==> src/rtl/wb_host.sv <==
`default_nettype none
// ============================================================================
// Module   : wb_host
// Purpose  : Single-outstanding command host for a four-phase strobe/ack
//            register bus. One command is accepted in IDLE, driven onto the
//            bus, held through an acknowledge window of ACK_HOLD cycles,
//            released, and answered with a one-cycle response pulse.
// Ports    : clk, reset                      - clock, sync active-high reset
//            cmd_valid/ready/read/addr/wdata - command handshake
//            rsp_valid/rdata/err             - one-cycle response
//            wb_addr/data_out/data_in/we     - bus address, data, direction
//            wb_clk/stb/ack                  - bus phase strobe, select, ack
// Options  : WB_HOST_TIMEOUT_EN - enables the 8-bit ack watchdog; when it is
//            undefined rsp_err is tied low and REQ/RELEASE wait forever.
// Revision : 1.0 - initial release
// ============================================================================
module wb_host #(
  parameter int ACK_HOLD       = 2,
  parameter int TIMEOUT_CYCLES = 255
) (
  input  logic       clk,
  input  logic       reset,
  input  logic       cmd_valid,
  output logic       cmd_ready,
  input  logic       cmd_read,
  input  logic [1:0] cmd_addr,
  input  logic [7:0] cmd_wdata,
  output logic       rsp_valid,
  output logic [7:0] rsp_rdata,
  output logic       rsp_err,
  output logic [1:0] wb_addr,
  output logic [7:0] wb_data_out,
  input  logic [7:0] wb_data_in,
  output logic       wb_we,
  output logic       wb_clk,
  output logic       wb_stb,
  input  logic       wb_ack
);

  localparam logic [2:0] S_IDLE    = 3'd0;
  localparam logic [2:0] S_REQ     = 3'd1;
  localparam logic [2:0] S_HOLD    = 3'd2;
  localparam logic [2:0] S_RELEASE = 3'd3;
  localparam logic [2:0] S_RESP    = 3'd4;

  localparam logic [3:0] HOLD_LAST = 4'(ACK_HOLD - 1);

  logic [2:0] state_q, state_d;
  logic [3:0] hold_cnt_q, hold_cnt_d;
  logic [7:0] rsp_rdata_q, rsp_rdata_d;
  logic       rsp_valid_q, rsp_valid_d;
  logic [1:0] wb_addr_q, wb_addr_d;
  logic [7:0] wb_data_q, wb_data_d;
  logic       wb_we_q, wb_we_d;
  logic       wb_clk_q, wb_clk_d;
  logic       wb_stb_q, wb_stb_d;
  logic       timeout_hit;

  always_comb begin
    state_d     = state_q;
    hold_cnt_d  = hold_cnt_q;
    rsp_rdata_d = rsp_rdata_q;
    rsp_valid_d = 1'b0;
    wb_addr_d   = wb_addr_q;
    wb_data_d   = wb_data_q;
    wb_we_d     = wb_we_q;
    wb_clk_d    = wb_clk_q;
    wb_stb_d    = wb_stb_q;
    case (state_q)
      S_IDLE: begin
        if (cmd_valid) begin
          wb_addr_d = cmd_addr;
          // Reads put zero on the data bus rather than stale write data.
          wb_data_d = cmd_read ? 8'h00 : cmd_wdata;
          wb_we_d   = cmd_read;
          wb_stb_d  = 1'b1;
          wb_clk_d  = 1'b1;
          state_d   = S_REQ;
        end
      end
      S_REQ: begin
        // Level-sensitive: an ack that is already high counts immediately.
        if (wb_ack) begin
          hold_cnt_d = 4'd0;
          state_d    = S_HOLD;
        end else if (timeout_hit) begin
          wb_clk_d = 1'b0;
          state_d  = S_RELEASE;
        end
      end
      S_HOLD: begin
        if (hold_cnt_q == HOLD_LAST) begin
          if (wb_we_q) begin
            rsp_rdata_d = wb_data_in;
          end
          hold_cnt_d = 4'd0;
          wb_clk_d   = 1'b0;
          state_d    = S_RELEASE;
        end else begin
          hold_cnt_d = hold_cnt_q + 4'd1;
        end
      end
      S_RELEASE: begin
        if (!wb_ack || timeout_hit) begin
          wb_stb_d    = 1'b0;
          rsp_valid_d = 1'b1;
          state_d     = S_RESP;
        end
      end
      S_RESP: begin
        state_d = S_IDLE;
      end
      default: begin
        state_d = S_IDLE;
      end
    endcase
  end

  always_ff @(posedge clk) begin
    if (reset) begin
      state_q     <= S_IDLE;
      hold_cnt_q  <= 4'd0;
      rsp_rdata_q <= 8'h00;
      rsp_valid_q <= 1'b0;
      wb_addr_q   <= 2'd0;
      wb_data_q   <= 8'h00;
      wb_we_q     <= 1'b1;
      wb_clk_q    <= 1'b0;
      wb_stb_q    <= 1'b0;
    end else begin
      state_q     <= state_d;
      hold_cnt_q  <= hold_cnt_d;
      rsp_rdata_q <= rsp_rdata_d;
      rsp_valid_q <= rsp_valid_d;
      wb_addr_q   <= wb_addr_d;
      wb_data_q   <= wb_data_d;
      wb_we_q     <= wb_we_d;
      wb_clk_q    <= wb_clk_d;
      wb_stb_q    <= wb_stb_d;
    end
  end

`ifdef WB_HOST_TIMEOUT_EN
  localparam logic [7:0] TO_LAST = 8'(TIMEOUT_CYCLES - 1);

  logic [7:0] to_cnt_q, to_cnt_d;
  logic       to_flag_q, to_flag_d;
  logic       rsp_err_q, rsp_err_d;
  logic       waiting;

  assign waiting     = (state_q == S_REQ) || (state_q == S_RELEASE);
  assign timeout_hit = waiting && (to_cnt_q == TO_LAST);

  always_comb begin
    // Counts cycles spent in the current wait state; any state change clears.
    to_cnt_d  = (waiting && (state_d == state_q)) ? to_cnt_q + 8'd1 : 8'd0;
    to_flag_d = to_flag_q;
    rsp_err_d = 1'b0;
    if (state_q == S_IDLE) begin
      to_flag_d = 1'b0;
    end
    if (timeout_hit) begin
      to_flag_d = 1'b1;
    end
    // rsp_err is only meaningful alongside the rsp_valid pulse.
    if (rsp_valid_d) begin
      rsp_err_d = to_flag_d;
    end
  end

  always_ff @(posedge clk) begin
    if (reset) begin
      to_cnt_q  <= 8'd0;
      to_flag_q <= 1'b0;
      rsp_err_q <= 1'b0;
    end else begin
      to_cnt_q  <= to_cnt_d;
      to_flag_q <= to_flag_d;
      rsp_err_q <= rsp_err_d;
    end
  end

  assign rsp_err = rsp_err_q;
`else
  assign timeout_hit = 1'b0;
  assign rsp_err     = 1'b0;
`endif

  assign cmd_ready   = (state_q == S_IDLE);
  assign rsp_valid   = rsp_valid_q;
  assign rsp_rdata   = rsp_rdata_q;
  assign wb_addr     = wb_addr_q;
  assign wb_data_out = wb_data_q;
  assign wb_we       = wb_we_q;
  assign wb_clk      = wb_clk_q;
  assign wb_stb      = wb_stb_q;

endmodule
`default_nettype wire

==> config.mk <==
export PLATFORM = sky130hd
export DESIGN_NAME = wb_host
export DESIGN_NICKNAME = d
export VERILOG_FILES = /design/src/rtl/wb_host.sv
export SDC_FILE = /design/constraint.sdc
export NUM_CORES = 1
export LEC_CHECK = 0
export CORE_MARGIN = 4
export CORE_UTILIZATION = 40
export CTS_BUF_LIST = sky130_fd_sc_hd__clkbuf_8
export DETAILED_ROUTE_END_ITERATION = 12
export PLACE_DENSITY = 0.73
export SETUP_SLACK_MARGIN = 0.4
export SYNTH_ARGS = -nofsm -noshare
export SYNTH_HDL_FRONTEND = slang
export SYNTH_SLANG_ARGS = --single-unit
==> constraint.sdc <==
create_clock -name clk -period 2.2 [get_ports clk]
set_clock_uncertainty 0.1 [all_clocks]
set_input_delay 0.55 -clock clk [delete_from_list [all_inputs] [get_ports clk]]
set_output_delay 0.55 -clock clk [all_outputs]
set_load 0.005 [all_outputs]
==> results.md <==
* DRC at 0
* Pre-Repair DR Iteration Count at 4
* Slew Limit Fails at 0
* Num CTS Buffers at 5
* RSZ-0062 raised after global routing: yes
* Slowest stage delay, CP at about 0.5 ns
* Fin nets at roughly 210
* Clk sinks at 29
* Final setup TNS at 0 ns
* Crit path DAT at 1.11 ns
* Met3 GRT Util at 0.0693
* Critical path cell sequence: clkdlybuf4s50_1
* Most frequent cells in the layout: 28 x clkdlybuf4s50_1, 22 x dfxtp_1, 17 x nand2b_1
* Core area at 3080 um^2
* Setup CP Type: reg -> out
* Slowest-stage cell, CP: clkdlybuf4s50_1
* Met2 usage at 0.262
* Mapped Cells at between 100 and 150
* Worst Path Required at between 1.5 and 2 ns
* Syn nets at approximately 170
* Status: completed
* Port Buf Inserts at 45
* Fin crit share at 0.799
* Global-route met1 utilization at 0.176
* Sequential area share after synthesis at 0.447
* Final Hold Fails at 0
* FILL cells at roughly 260
* Hold WC Path Type: reg -> reg
* Clk buf depth at 2
* DP Area at roughly 1800 um^2
* Die Height at around 65 um
* Max-cap violations at 0
* Total number of yosys warnings at 0
* H-tree lvl count at 2
* Cell Area, Synth at ~1300 um^2
* Gr busiest metal: met2
* ANT nets after route at 0
* Vias at 1,160
* Post-Layout Cell Count at approximately 230
* Share of layout cells above drive strength 1 at 0.144
* Final setup viols at 0
* Commonest non-fill, non-tap cell in the layout: clkdlybuf4s50_1
* Fin crit period at around 1.8 ns
* Drt total wl at 3.13 mm
* Hold-fix buffers at CTS at 0
* Row cnt at 20
* Global-route wire length before repair at 5.11 mm
* Drt wl/cell at roughly 13 um
* Worst VDD drop at between 400 and 500 uV
* # IOs at 47
* Synth unique cells at 31
* Remaining Overflow, GRT at 0
* Fmax at around 570 MHz
* Clk root buf: clkbuf_8
* Leakage power at about 0.9 nW
* DPL Wire Length at between 2 and 2.5 mm
* Gp weighted congestion at 0.706
* CTS clk-pin slew, worst paths at ~0.06 ns
* Die Wd at about 65 um
* Worst-path maximum fanout at 2
* Die area at 4220 um^2
* Starting density of the core at 0.422
* Diode count at 0
* WP buf/inv at 1
* #FFs+latches synth at 29
* Starting DRT DRC Count at 26
* Cell family with most CP delay: buffers and inverters
* Tot Pwr at approximately 1.2 mW
* Layout area overhead at 50.6%
* PD cells at 604 nW/um^2
* Startpoint Class: register
* Via/cell ratio at roughly 5
* Gr usage total at 0.157
* Design area at between 1500 and 2000 um^2
* Dpl cells at ~220
* Avg Synthesized Cell Area at 9.27 um^2
* Reg2reg start: hold_cnt_q[0]
* Worst Setup SP: wb_data_out[6]
* Crit. End Element: primary output
* Min-Delay Startpoint: wb_addr[0]
* Largest net degree at the start of global routing at 38
* Vias in the first global route at roughly 1,100
* CTS tree: built
* Latest clock arrival within the worst-skew pair at about 0.28 ns
* Initial antenna violation count at 0
-- where the power goes --
part           switching [mW]  leakage, nW  internal [mW]
sequential             0.0238        0.239          0.550
combinational          0.0804        0.632          0.118
clock                   0.194       0.0491          0.214
total                   0.298        0.920          0.881
-- worst min-delay path: stages (launching register included) --
cell and delay (ns):
dfxtp_1 0.31, nand2_1 0.05, a21oi_1 0.05
-- worst paths after layout --
kind	cells after the start	end	slack, ns
hold reg to reg	2	wb_addr[0]	0.35
setup / recovery	1	wb_data_out[6]	0.44
hold / removal	2	wb_addr[0]	0.35
setup reg to reg	5	rsp_rdata[7]	0.50
-- metal layers --
metal  part of all wire  wire length (um)
met1               0.40              1260
met3              0.076               238
met2               0.51              1580
met4              0.015                48
met5                  0                 0
-- stage by stage --
| step | util | hold slack, ns | worst slack, ns |
|---|---|---|---|
| 2_1_floorplan | - | 0.348 | 0.448 |
| 3_3_place_gp | 0.580 | 0.339 | 0.0248 |
| 3_5_place_dp | 0.580 | 0.348 | -0.0319 |
| 4_1_cts | 0.615 | 0.358 | 0.403 |
| 5_1_grt | 0.635 | 0.373 | 0.370 |
| 6_report | 0.635 | 0.354 | 0.443 |
-- cells by family after synthesis --
| logic type | synth area share |
|---|---|
| buffers and inverters | 0.0607 |
| DFF | 0.447 |
| adders and majority gates | 0.0193 |
| and+or+nand+nor | 0.284 |
| AOI/OAI and AO/OA | 0.116 |
| muxes | 0.0694 |
| other | 0.00289 |
-- state kept, by name, indices dropped and copies added, names as in the netlist --
register,cells
wb_data_out,8
rsp_rdata,8
wb_we,1
wb_stb,1
rsp_valid,1
state_q,3
wb_addr,2
hold_cnt_q,4
wb_clk,1
-- what timing repair did --
action / CTS / global route
endpoints found under the setup margin: 22 / 28
resized for setup: 7 / 19
buffers inserted: 1 / 1
cloned: 0 / 1
pin swaps: 1 / 1
endpoints found under the hold margin: 0 / 0
-- area by class of cell --
cell class                      count  area [um^2]  area share
Inverter                            2         7.51     0.00384
Timing Repair Buffer               52          557       0.285
Clock inverter                      3         13.8     0.00704
Multi-Input combinational cell     97          663       0.339
Tap cell                           44         55.1      0.0282
Sequential cell                    29          589       0.302
Clock buffer                        5         68.8      0.0352
-- synth_stat cells, drive strengths merged --
library cell,n,share of area
nand3b,11,0.064
nand2,14,0.041
or4b,1,0.0077
nor2,3,0.0087
o211a,1,0.0077
nor4b,1,0.0068
a211oi,3,0.017
a21oi,15,0.058
o21ai,2,0.0077
ha,2,0.019
inv,2,0.0058
or3b,2,0.014
nand4b,1,0.0068
dfxtp,29,0.45
clkbuf,5,0.014
a31oi,1,0.0048
nor3b,1,0.0058
conb,1,0.0029
a211o,1,0.0068
buf,7,0.040
nand3,3,0.012
a41oi,1,0.0068
nor3,5,0.028
or4bb,1,0.0096
mux2i,9,0.069
a311oi,1,0.0068
nand2b,17,0.082
No activity file was read; power rests on OpenSTA's default activity.
